[config.mk]
export PLATFORM = sky130hd
export DESIGN_NAME = noc_out_port
export DESIGN_NICKNAME = d
export VERILOG_FILES = /design/src/rtl/noc_out_port.sv
export SDC_FILE = /design/constraint.sdc
export NUM_CORES = 1
export LEC_CHECK = 0
export ABC_AREA = 1
export BUFFER_PORTS_ARGS = -buffer_cell sky130_fd_sc_hd__buf_2
export CORE_ASPECT_RATIO = 0.9
export CORE_MARGIN = 8
export CORE_UTILIZATION = 30
export CTS_BUF_LIST = sky130_fd_sc_hd__clkbuf_16
export CTS_CLUSTER_SIZE = 8
export DETAILED_ROUTE_END_ITERATION = 10
export SLEW_MARGIN = 40
export SYNTH_ARGS = -nofsm -noshare
export SYNTH_HDL_FRONTEND = slang
export SYNTH_SLANG_ARGS = --single-unit
[constraint.sdc]
create_clock -name clk -period 2.5 [get_ports clk]
set_input_delay 0.5 -clock clk [delete_from_list [all_inputs] [get_ports clk]]
set_output_delay 0.5 -clock clk [all_outputs]
set_load 0.01 [all_outputs]
[src/rtl/noc_out_port.sv]
// ---------------------------------------------------------------------------
// noc_out_port
//
// Output-port stage of the 5-port NoC router. There is one instance per
// direction (N, S, E, W, L), placed directly downstream of the route logic.
// This stage does four things:
//   - owns the one-hot round-robin token that the route logic checks before
//     it grants a flit,
//   - registers the granted flit onto the outgoing link,
//   - tracks free space in the downstream buffer with a credit counter,
//   - flags protocol violations in a sticky error bit.
//
// Parameters
//   DEPTH        flit capacity of the downstream input buffer (1..15). This
//                is both the initial and the maximum credit count.
//
// Ports
//   clk          single clock; all state changes on the rising edge
//   rst_n        asynchronous, active-low reset
//   N/S/E/W/L_data_i  head flits of the five input buffers ([7:4] X, [3:0] Y)
//   port_select  source select: 000 N, 001 S, 010 E, 011 W, 100 L
//   port_enable  the route logic grants a flit to this port this cycle
//   credit_in    one-cycle pulse: the downstream buffer freed one slot
//   turn         one-hot round-robin token (10000 N ... 00001 L)
//   port_full    high when no credits remain
//   data_o       registered outgoing flit
//   valid_o      one-cycle strobe that qualifies data_o
//   credits      current credit count (for debug and verification)
//   err          sticky protocol-error flag
// ---------------------------------------------------------------------------
module noc_out_port #(
    parameter int DEPTH = 4
) (
    input  logic       clk,
    input  logic       rst_n,
    input  logic [7:0] N_data_i,
    input  logic [7:0] S_data_i,
    input  logic [7:0] E_data_i,
    input  logic [7:0] W_data_i,
    input  logic [7:0] L_data_i,
    input  logic [2:0] port_select,
    input  logic       port_enable,
    input  logic       credit_in,
    output logic [4:0] turn,
    output logic       port_full,
    output logic [7:0] data_o,
    output logic       valid_o,
    output logic [3:0] credits,
    output logic       err
);

    localparam logic [3:0] MAX_CREDITS = 4'(DEPTH);

    logic [3:0] count;
    logic [7:0] sel_data;
    logic       sel_legal;
    logic       send;
    logic       bad_grant;
    logic       overflow;

    assign credits   = count;
    assign port_full = (count == 4'd0);

    // Select the granted source. Codes 101..111 are not legal sources; for
    // those codes the mux output is zero and it is never captured.
    always_comb begin
        sel_data  = 8'h00;
        sel_legal = 1'b1;
        case (port_select)
            3'b000:  sel_data = N_data_i;
            3'b001:  sel_data = S_data_i;
            3'b010:  sel_data = E_data_i;
            3'b011:  sel_data = W_data_i;
            3'b100:  sel_data = L_data_i;
            default: sel_legal = 1'b0;
        endcase
    end

    // A send needs a grant, a free downstream slot and a legal source.
    // A grant that fails either of the last two conditions is a protocol
    // error. A credit returned while already at the maximum is also an
    // error, unless a send in the same cycle absorbs it.
    always_comb begin
        send      = port_enable && !port_full && sel_legal;
        bad_grant = port_enable && (port_full || !sel_legal);
        overflow  = credit_in && !send && (count == MAX_CREDITS);
    end

    // Register the link, the token and the credit count.
    // The token rotates right every cycle, whether or not a grant occurs, so
    // each source gets a slot once every five cycles. When a send and a
    // credit return happen in the same cycle, the count is unchanged.
    always_ff @(posedge clk or negedge rst_n) begin
        if (!rst_n) begin
            turn    <= 5'b10000;
            count   <= MAX_CREDITS;
            data_o  <= 8'h00;
            valid_o <= 1'b0;
            err     <= 1'b0;
        end else begin
            turn    <= {turn[0], turn[4:1]};
            valid_o <= send;
            if (send) begin
                data_o <= sel_data;
            end
            case ({send, credit_in})
                2'b10:   count <= count - 4'd1;
                2'b01:   if (count != MAX_CREDITS) count <= count + 4'd1;
                default: count <= count;
            endcase
            if (bad_grant || overflow) begin
                err <= 1'b1;
            end
        end
    end

endmodule

---- Yosys cells after proc, flatten, opt, wreduce, memory -nomap -nowiden ----
Index checks and enable logic that the tools add are counted.
storage, ports and cells
  register bits ........................... 19
  input bits .............................. 47
  output and inout port bits .............. 20
  logic and storage cells ................. 35
cells by class
  $add $sub $neg .......................... 2
  eq/ne operators ......................... 9
  mux-type cells .......................... 4
  reduce and logical (&&, ||, !) cells .... 15
operators with widths
  operator                                                                  count
  8-bit case mux with 5 select lines                                        1
  4-bit case mux with 2 select lines                                        1
  3-bit by 2-bit equality test with 1-bit output (second input constant)    2
  1-bit logical AND                                                         5
  5-bit OR reduction                                                        1
  4-bit by 1-bit adder with 4-bit output (second input constant)            1
  4-bit by 3-bit equality test with 1-bit output (second input constant)    1
  4-bit zero test                                                           1
  4-bit two-way mux                                                         1
  4-bit by 3-bit inequality test with 1-bit output (second input constant)  1
  4-bit by 1-bit subtractor with 4-bit output (second input constant)       1
  3-bit by 1-bit equality test with 1-bit output (second input constant)    1
  3-bit equality test (second input constant)                               1
  1-bit zero test                                                           3
  3-bit zero test                                                           1
  2-bit by 1-bit equality test with 1-bit output (second input constant)    1
  2-bit equality test (second input constant)                               1
  1-bit logical OR                                                          2
  2-bit inequality test (second input constant)                             1
  2-bit AND reduction                                                       1
  2-bit nonzero test                                                        1
  1-bit two-way mux                                                         1

---- Longest topological paths before layout ----
Gate-level depths: netlist of run 1.
  depth in word-level cells ............... 8
  gate-level depth with buffers ........... 14
  gate-level depth less buffers ........... 13

---- Worst setup path after synthesis of run 1 ----
No wires, ideal clock.
  path type ............................... register to register
  start ................................... register count[0] (netlist: credits[0])
  end ..................................... register count[3] (netlist: credits[3])
  library setup time ...................... 0.113 ns
  data arrival time ....................... 1.840 ns
  path slack .............................. 0.547 ns
  cell stages (with the launch flop) ...... 15
  path buffers ............................ 1
  period minus slack after synthesis ...... 1.953 ns
  cell sequence ........................... dfrtp_1 nor2_2 nand2_2 nand3_2 buf_4 nand2_1 ha_1 a21oi_1 nand2_1 inv_1 nand3_2 nand2_1 nand2_1 nand2_1 inv_1
on the way
  longest elaborated chain between the ends .. 7
  elaborated cells on any way between the ends .. 14
ends and longest elaborated chain
  what                                                                                          line  text
  from (decl)                                                                                   54    logic [3:0] count;
  from (signal assigned)                                                                        107   2'b10: count <= count - 4'd1;
  from (signal assigned)                                                                        108   2'b01: if (count != MAX_CREDITS) count <= count + 4'd1;
  from (signal assigned)                                                                        109   default: count <= count;
  4-bit zero test                                                                               62    assign port_full = (count == 4'd0);
  1-bit zero test                                                                               84    send = port_enable && !port_full && sel_legal;
  1-bit logical AND (2 in series)                                                               84
  2-bit by 1-bit equality test with 1-bit output / 2-bit equality test (equally long branches)  106   case ({send, credit_in})
  2-bit inequality test (no line) / 2-bit nonzero test (equally long branches)                  --
  2-bit AND reduction (no line)                                                                 --
Parallel ways exist; a longest one is shown, timed or not. The select of a mux whose other input is x is not followed.
A chain may end at the register's enable or synchronous reset.

---- Worst setup path in the final report of run 1 ----
Same ends and word-level chain as after synthesis.

==> impl_results.md, run 1 <==
* Post-CTS setup buffer count at 0
* Final HPWL DP at 2.82 mm
* Clk_lat worst skew at 0.25 ns
* DRC Markers at 0
* Crit path DAT at around 2.0 ns
* Crit path top cell by count: nand2_1
* Yosys top cell area share at between 30% and 40%
* DR pass1 iterations at 4
* Vias at approximately 1,200
* Yosys warns at 0
* Vias per Instance at ~4.4
* Worst Tran Pin Value at between 0.4 and 0.5 ns
* Buffers and inverters on the worst path at 2
* Synth cell types at 25
* Area contributors post-synth: dfrtp_1 (36%), inv_1 (14%), nor2_1 (10%), a2bb2oi_1 (5.9%), dfstp_2 (4.4%)
* Worst vdd ir at approximately 0.48 mV
* Resized Gates After CTS at 0
* Status: finished, final reports clean
* Total gr overflow at 0
* Antenna Nets Post-Route at 0
* Starting Density at 31.6%
* Pleak at between 1 and 1.5 nW
* Post-layout util at a little over two fifths
* Avg WL per Cell at about 13 microns
* Synth-to-Final Area Change at 38.2%
* Top-level port count at 67
* Core area at ~0.0038 sq mm
* R2R Path End: credits[3]$_DFFE_PN0P_
* Layout Nets at ~280
* Critical Path Slowest Stage Cell: dfrtp_1
* PortBufs at 66
* Max_cap viols at 0
* Post-synthesis sequential area ratio at between 40% and 50%
* Fill count at around 400
* Total power per unit cell area at 774 mW/mm^2
* Ordered list of cells on the worst path: nor2_2 -> nand2_2 -> nand3_2 -> nand2_1 -> ha_1 -> a21oi_1 -> nand2_1 -> inv_1 -> nand3_2 -> nand2_1 -> nand2_1 -> nand2_1 -> inv_1
* Setup crit start kind: flip-flop
* Setup tns final at 0 ns
* Clk slew on worst S/H paths at approximately 0.06 ns
* Reg2reg path depth at 13
* Largest net degree at the start of global routing at 20
* Share of cells above drive strength 1 at 35.2%
* Area of the multi-input gates at approximately 530 sq um
* RR Startpoint: credits[0]$_DFFE_PN0P_
* First-pass GRT wire length at 5.53 mm
* FP Rows at 21
* Vias in the first global route at ~1,200
* Hold Crit Class: in -> async
* First DRT Iteration DRCs at 23
* Synth area leader: dfrtp_1
* Syn Area/Cell at between 7 and 8 sq um
* Max_slew headroom at a little over two thirds
* Die area at between 0.006 and 0.007 sq mm
* N_diodes at 0
* Final Hold Vio Count at 0
* Fmax at 527 MHz
* H-tree Lvls at 1
* WS Path Type: reg -> reg
* Reg-to-reg setup timing slack at 0.60 ns
* CTS tree: yes
* Die width at approximately 83 microns
* Final Slew Violations at 0
* Die H at 75.9 microns
* CTS Hold Bufs at 0
* Syn nets at approximately 210
* Gp weighted congestion at 0.828
* GRT Util Overall at 11.1%
* Clk root buf: clkbuf_16
* Setup crit end kind: flip-flop
* CTS max path bufs at 2
* Max stage delay on crit path at around 0.46 ns
* Worst path required time at ~2.7 ns
* Number of synthesized register bits at 19
* Num CTS Buffers at 3
* Post-Route WL at around 3.6 mm
* Crit share post-route at 75.9%
* CP top delay family: simple AND/OR/NAND/NOR gates
* Final setup viols at 0
* RSZ-0062 raised after global routing: no
* Clk_skew at approximately 0.0029 ns
* # clock sinks at 19
* Sequential Area at between 400 and 500 sq um
* Critical path peak fanout at 5
* Post-Syn Area at roughly 0.0012 sq mm
* Initial antenna violation count at 0
* Fin crit period at ~1.9 ns
* Synth Instances at ~160
==> sequential cells by signal (all words and copies together), names as in the netlist <==
register	count
err	1
valid_o	1
turn	5
credits	4
data_o	8
==> power breakdown <==
group | switching [mW] | total, mW | internal (mW)
combinational | 0.262 | 0.483 | 0.221
clock | 0.114 | 0.328 | 0.214
sequential | 0.0740 | 0.466 | 0.392
==> final cells by class <==
| class | count | share of cell area [%] |
|---|---|---|
| clock buffer | 3 | 4.55 |
| clock inverter | 1 | 0.303 |
| inverter | 46 | 10.5 |
| multi-input combinational | 94 | 31.8 |
| sequential | 19 | 28.9 |
| tap | 46 | 3.48 |
| timing repair buffer | 67 | 20.5 |
==> cells in the final DEF (no fill, tap or decap), drive strengths merged <==
cell | Yosys | routed
a21o | 1 | 1
a21oi | 2 | 2
a2bb2oi | 8 | 8
buf | 2 | 67
clkbuf | 0 | 3
clkinv | 0 | 1
dfrtp | 17 | 17
dfstp | 2 | 2
fa | 1 | 1
ha | 2 | 2
inv | 46 | 46
nand2 | 14 | 14
nand3 | 10 | 10
nand3b | 2 | 2
nand4 | 1 | 1
nor2 | 33 | 33
nor3 | 8 | 8
o21ai | 2 | 2
o21bai | 1 | 1
o22ai | 7 | 7
xor2 | 2 | 2
==> cell usage after synthesis <==
library cell	count
a21o_1	1
a21oi_1	2
a2bb2oi_1	8
buf_4	1
buf_6	1
dfrtp_1	17
dfstp_2	2
fa_1	1
ha_1	2
inv_1	45
inv_2	1
nand2_1	13
nand2_2	1
nand3_1	8
nand3_2	2
nand3b_2	2
nand4_1	1
nor2_1	32
nor2_2	1
nor3_1	8
o21ai_0	1
o21ai_2	1
o21bai_1	1
o22ai_1	7
xor2_1	2
==> worst max path at each step <==
stage / start / slack, ns / cells past startpoint / end
5_1_grt: credits[0]$_DFFE_PN0P_ / 0.39 / 13 / credits[3]$_DFFE_PN0P_
3_5_place_dp: port_select[1] / 0.53 / 13 / credits[3]$_DFFE_PN0P_
2_1_floorplan: credits[0]$_DFFE_PN0P_ / 0.55 / 14 / credits[3]$_DFFE_PN0P_
3_3_place_gp: port_select[1] / 0.58 / 13 / credits[3]$_DFFE_PN0P_
4_1_cts: credits[2]$_DFFE_PN1P_ / 0.59 / 13 / credits[3]$_DFFE_PN0P_
6_report: credits[0]$_DFFE_PN0P_ / 0.60 / 13 / credits[3]$_DFFE_PN0P_
==> logic make-up after synthesis <==
family / synth area share, %
compound gates: 12.8
fa+ha+maj: 3.77
flops: 40.0
buf+inv: 16.0
xor+xnor: 1.47
simple gates: 26.0
==> routing by layer <==
| metal | track usage, % | part of all wire, % | vias up |
|---|---|---|---|
| li1 | - | - | 642 |
| met1 | 15.4 | 46 | 514 |
| met2 | 17.2 | 39 | 48 |
| met3 | 3.07 | 15 | 0 |
| met4 | 1.15 | 0 | 0 |
| met5 | 0 | 0 | - |
==> through the flow <==
| step | hold WS [ns] | std cells | total power [mW] | cell area [sq um] | setup slack (ns) |
|---|---|---|---|---|---|
| floorplan | 0.204 | 161 | 0.767 | 1190 | 0.547 |
| global placement | 0.356 | 272 | 0.961 | 1570 | 0.579 |
| detailed placement | 0.356 | 272 | 0.956 | 1570 | 0.533 |
| CTS | 0.211 | 276 | 1.30 | 1650 | 0.594 |
| global route | 0.228 | 276 | 1.38 | 1650 | 0.389 |
| finish | 0.191 | 276 | 1.28 | 1650 | 0.603 |
No activity file was read; power rests on OpenSTA's default activity.
==> run 2: changes to the inputs <==
==> constraint.sdc (replaced) <==
create_clock -name clk -period 1.6 [get_ports clk]
set_input_delay 0.32 -clock clk [delete_from_list [all_inputs] [get_ports clk]]
set_output_delay 0.32 -clock clk [all_outputs]
set_load 0.01 [all_outputs]
==> run 2 against run 1 <==
The run now ends with negative setup slack left. Non-clock buffer count up 9. Final area is 6.7% higher. Setup slack lost 0.66 ns. Worst hold slack got worse by 0.19 ns. Maximum frequency grew 15%. Clock power up 52%. Via count grew 2.8%. Sequential power increased by 50%. First-iteration DRC count increased by 110%. Largest cell class unchanged.
==> impl_results.md, run 2 (synthesized netlist as in run 1, its figures left out) <==
* GRT Util Overall at 11.3% (+0.22 points)
* FP Rows at 21 (unchanged)
* Max layer used: met3
* Post-Route WL at 3.54 mm (-0.48%)
* Final HPWL DP at 2.94 mm (+4.3%)
* Crit path DAT at 1.80 ns (-0.24 ns)
* Vias at 1,238 (+2.8%)
* Post-CTS setup buffer count at 0 (unchanged)
* Starting Density at 31.6% (unchanged)
* Antenna Nets Post-Route at 0 (unchanged)
* Max_cap viols at 0 (unchanged)
* # clock sinks at 19 (unchanged)
* Hold Crit Class: in -> async
* RSZ-0062 raised after global routing: yes
* DR pass1 iterations at 4 (unchanged)
* Beginning of the critical path: credits[2]$_DFFE_PN1P_
* Gp weighted congestion at 0.870 (+5.1%)
* Total power per unit cell area at 1240 mW/mm^2 (+60%)
* Synth-to-Final Area Change at 47.5%
* H-tree Lvls at 1 (unchanged)
* Status: complete, but fails checks
* Avg WL per Cell at 12.4 microns (-3.6%)
* Final Slew Violations at 0 (unchanged)
* Vias in the first global route at 1,231 (+1.2%)
* Reg2reg path depth at 13 (unchanged)
* Most frequent cells in the layout: buf_2 (66), inv_1 (45), nor2_1 (31)
* Core area at 0.00378 sq mm (unchanged)
* Fill count at 383 (-4.0%)
* Die H at 75.9 microns (unchanged)
* Metal-1 WL at 1.66 mm (+0.98%)
* DR WL met3 at 417 microns (-20%)
* R2R Path End: credits[3]$_DFFE_PN0P_
* Commonest non-fill, non-tap cell in the layout: buf_2
* Clk_skew at 0.00263 ns (-0.000320 ns)
* Clk root buf: clkbuf_16
* Pleak at 1.07 nW (+4.5%)
* DRC Markers at 0 (unchanged)
* Fmax at 604 MHz (+15%)
* Crit share post-route at 103% (+28 points)
* Setup crit end kind: flip-flop
* N_diodes at 0 (unchanged)
* Die area at 0.00626 sq mm (unchanged)
* Final setup viols at 1 (+1)
* Worst vdd ir at 0.923 mV (+94%)
* PortBufs at 66 (unchanged)
* Top reg by flops: data_o
* Worst Slack Setup Final at -0.0559 ns (-0.659 ns)
* CTS max path bufs at 2 (unchanged)
* Vias per Instance at 4.34 (-0.42%)
* Final Hold Vio Count at 0 (unchanged)
* Worst Tran Pin Value at 0.418 ns (-0.0232 ns)
* Fin crit period at 1.66 ns (-0.241 ns)
* Initial antenna violation count at 0 (unchanged)
* WS Path Type: reg -> reg
* Worst path required time at 1.74 ns (-0.91 ns)
* Total gr overflow at 0 (unchanged)
* Largest net degree at the start of global routing at 20 (unchanged)
* RR Startpoint: credits[2]$_DFFE_PN1P_
* Clk_lat worst skew at 0.25 ns (about the same)
* Clk slew on worst S/H paths at 0.05 ns (about the same)
* Failing checks: negative setup slack
* Critical path peak fanout at 3 (-2)
* Met2 routed WL at 1.47 mm (+5.2%)
* Max_slew headroom at 72.1% (+1.5 points)
* First-pass GRT wire length at 5.62 mm (+1.8%)
* Top-level port count at 67 (unchanged)
* Share of cells above drive strength 1 at 40.6% (+5.4 points)
* First DRT Iteration DRCs at 48 (+110%)
* Die width at 82.5 microns (unchanged)
* Post-layout util at 46.6% (+2.9 points)
* Number of flip-flops in the largest register at 8 (unchanged)
* Num CTS Buffers at 3 (unchanged)
* Reg-to-reg setup timing slack at -0.06 ns (-0.66 ns)
* Setup tns final at -0.0559 ns (-0.0559 ns)
* CTS tree: yes
* Setup crit start kind: flip-flop
* Layout Nets at 290 (+3.2%)
## run 2: how the worst max path moves through the flow
stage / endpoint / slack [ns] / cells after the start
after floorplan: credits[3]$_DFFE_PN0P_ / -0.21 / 14
after global placement: credits[3]$_DFFE_PN0P_ / -0.02 / 13
after detailed placement: credits[3]$_DFFE_PN0P_ / -0.04 / 13
after CTS: credits[3]$_DFFE_PN0P_ / -0.07 / 13
after global routing: credits[3]$_DFFE_PN0P_ / -0.18 / 13
final: credits[3]$_DFFE_PN0P_ / -0.06 / 13
## run 2: final cells by class
class,count,area (sq um),share of cell area (%)
multi-input cells,94,567,32.2
flip-flops and latches,19,480,27.3
repair buffers,76,405,23.0
inverters,46,173,9.79
clock buffers,3,75.1,4.26
well taps,46,57.6,3.26
clock inverters,1,5.00,0.284
## run 2: critical path, stage by stage, from the launching register on
cell	delay, ns
dfstp_2	0.53
nor2_2	0.04
nand2_2	0.08
nand3_4	0.08
nand2_4	0.09
ha_4	0.20
a21oi_2	0.11
nand2_1	0.08
inv_1	0.06
nand3_2	0.07
nand2_1	0.07
nand2_1	0.04
nand2_1	0.05
inv_1	0.04
## run 2: per-layer routing
layer	global-route usage [%]	up-vias
li1	-	657
met5	0	-
met2	18.2	52
met1	15.1	529
met4	1.72	0
met3	3.07	0
## run 2: what timing repair did
action,4_1_cts,5_1_grt
hold buffers,0,0
resized for setup,1,1
pin swaps,0,2
setup endpoints to repair,3,3
## run 2: where the power goes
part,leakage (nW),switching [mW],internal [mW]
sequential,0.223,0.0789,0.618
combinational,0.806,0.507,0.475
clock,0.0409,0.166,0.334
total,1.07,0.752,1.43
## run 2: per-stage QoR
step	setup slack, ns	hold slack [ns]	instances	total power [mW]	area [sq um]
after global placement	-0.0197	0.283	281	1.67	1680
after floorplan	-0.212	0.0244	161	1.26	1230
after detailed placement	-0.0425	0.285	281	1.68	1680
after CTS	-0.0686	0.0201	285	2.22	1760
after global routing	-0.185	0.0379	285	2.36	1760
final	-0.0559	0.00450	285	2.18	1760
==> run 3: changes to the inputs <==
==> constraint.sdc (replaced) <==
create_clock -name clk -period 1.8 [get_ports clk]
set_input_delay 0.36 -clock clk [delete_from_list [all_inputs] [get_ports clk]]
set_output_delay 0.36 -clock clk [all_outputs]
set_load 0.01 [all_outputs]
==> run 3 against run 2 <==
Register-to-register slack improved by 0.16 ns. First-iteration DRC count is 56% lower. Cell count is the same. The flow now finishes without violations. Non-clock buffer count unchanged. Flip-flop and latch count is the same. Routed wire length up 2.5%. Global-route usage grew 0.057 points. Critical path type unchanged. Highest routed layer unchanged.
==> impl_results.md, run 3 (synthesized netlist as in run 1, its figures left out) <==
* Gp weighted congestion at 0.858 (-1.4%)
* Pleak at 1.07 nW (about the same)
* # clock sinks at 19 (unchanged)
* Crit share post-route at 94.3% (-9.2 points)
* Core area at 0.00378 sq mm (unchanged)
* Status: finished, final reports clean
* Hold Crit Class: in -> async
* Largest net degree at the start of global routing at 20 (unchanged)
* Antenna Nets Post-Route at 0 (unchanged)
* FP Rows at 21 (unchanged)
* CTS tree: yes
* First DRT Iteration DRCs at 21 (-56%)
* WS Path Type: reg -> reg
* Clk root buf: clkbuf_16
* Worst Slack Setup Final at 0.102 ns (+0.158 ns)
* Layout Nets at 290 (unchanged)
* CTS Hold Bufs at 0 (unchanged)
* Max_slew headroom at 71.0% (-1.1 points)
* Initial antenna violation count at 0 (unchanged)
* Vias in the first global route at 1,226 (-0.41%)
* Crit path DAT at 1.84 ns (+0.04 ns)
* Most frequent cells in the layout: buf_2 (66), inv_1 (44), nor2_1 (31)
* Final Hold Vio Count at 0 (unchanged)
* Top reg by flops: data_o
* Setup crit end kind: flip-flop
* Area of the multi-input gates at 567 sq um (unchanged)
* Sequential Area at 479 sq um (-0.26%)
* GRT Util Overall at 11.4% (+0.057 points)
* Total power per unit cell area at 1120 mW/mm^2 (-9.4%)
* H-tree Lvls at 1 (unchanged)
* Total gr overflow at 0 (unchanged)
* Worst path required time at 1.95 ns (+0.21 ns)
* Final HPWL DP at 2.95 mm (+0.49%)
* Synth-to-Final Area Change at 47.4% (about the same)
* First-pass GRT wire length at 5.55 mm (-1.4%)
* Vias per Instance at 4.34 (-0.16%)
* Num CTS Buffers at 3 (unchanged)
* Fill count at 392 (+2.3%)
* Share of cells above drive strength 1 at 40.6% (unchanged)
* Clk_lat worst skew at 0.25 ns (about the same)
* PortBufs at 66 (unchanged)
* Clk_skew at 0.00211 ns (-0.000518 ns)
* Setup crit start kind: flip-flop
* Max_cap viols at 0 (unchanged)
* Final setup viols at 0 (-1)
* Critical path peak fanout at 3 (unchanged)
* Worst Tran Pin Value at 0.436 ns (+0.0172 ns)
* Avg WL per Cell at 12.7 microns (+2.5%)
* Setup tns final at 0 ns (+0.0559 ns)
* Worst vdd ir at 0.505 mV (-45%)
* DRC Markers at 0 (unchanged)
* Clk slew on worst S/H paths at 0.05 ns (about the same)
* Die width at 82.5 microns (unchanged)
* Final total power at 1.97 mW (-9.5%)
* Starting Density at 31.6% (unchanged)
* Commonest non-fill, non-tap cell in the layout: buf_2
* N_diodes at 0 (unchanged)
* Fmax at 589 MHz (-2.5%)
* Pre-CTS setup slack at 0.0554 ns (+0.0979 ns)
* Final Slew Violations at 0 (unchanged)
* CTS max path bufs at 2 (unchanged)
* DR pass1 iterations at 5 (+1)
* Die H at 75.9 microns (unchanged)
* Top-level port count at 67 (unchanged)
* Number of flip-flops in the largest register at 8 (unchanged)
* Vias at 1,236 (-0.16%)
* Die area at 0.00626 sq mm (unchanged)
* Post-Route WL at 3.63 mm (+2.5%)
* Fin crit period at 1.70 ns (+0.0419 ns)
run 3: cell counts in the layout (fill, tap and decap cells not counted):
No cell type changed its count.
run 3: stage by stage:
step	cells	cell area [sq um]	hold slack, ns	util, %
after floorplan	161	1230	0.0644	-
after global placement	276	1640	0.330	43.3
after detailed placement	276	1640	0.330	43.3
after CTS	280	1720	0.0635	45.4
after global routing	285	1760	0.0813	46.6
final	285	1760	0.0458	46.6
run 3: layer usage:
| metal | share of wire [%] | GRT usage [%] |
|---|---|---|
| met5 | 0 | 0 |
| met3 | 13 | 3.07 |
| met2 | 42 | 17.6 |
| met1 | 45 | 15.5 |
| met4 | 0 | 2.29 |
run 3: path summary, 6_finish.rpt:
| kind | cells past startpoint | startpoint | end | slack (ns) |
|---|---|---|---|---|
| min reg2reg | 0 | turn[1]$_DFF_PN0_ | turn[0]$_DFF_PN0_ | 0.37 |
| max in group asynchronous | 1 | rst_n | credits[2]$_DFFE_PN1P_ | 1.42 |
| min in group clk | 0 | turn[1]$_DFF_PN0_ | turn[0]$_DFF_PN0_ | 0.37 |
| min | 1 | rst_n | err$_DFFE_PN0P_ | 0.05 |
| max | 12 | credits[0]$_DFFE_PN0P_ | credits[3]$_DFFE_PN0P_ | 0.10 |
| max reg2reg | 12 | credits[0]$_DFFE_PN0P_ | credits[3]$_DFFE_PN0P_ | 0.10 |
run 3: critical path, stage by stage, from the launching register on:
cell and delay [ns]:
dfrtp_2 0.42, nor2_4 0.13, nand2_2 0.09, nand3_4 0.10
nand2_4 0.07, ha_4 0.29, nand3_1 0.09, nand2_2 0.08
nand4_1 0.12, nand2_1 0.09, nand2_1 0.05, nand2_1 0.05
inv_1 0.03
run 3: power breakdown:
part / internal (mW) / total, mW / switching, mW
Combinational: 0.434 / 0.903 / 0.468
Clock: 0.297 / 0.453 / 0.156
Sequential: 0.547 / 0.616 / 0.0698
run 3: layout make-up:
| type | count | area share, % |
|---|---|---|
| multi-input combinational | 94 | 32.2 |
| inverter | 46 | 9.80 |
| clock inverter | 1 | 0.284 |
| timing repair buffer | 76 | 23.0 |
| sequential | 19 | 27.2 |
| clock buffer | 3 | 4.26 |
| tap | 46 | 3.27 |
run 3: repair_timing:
item,4_1_cts,5_1_grt
endpoints found under the hold margin,0,0
buffers inserted,0,5
endpoints found under the setup margin,0,1
gates resized for setup,0,3
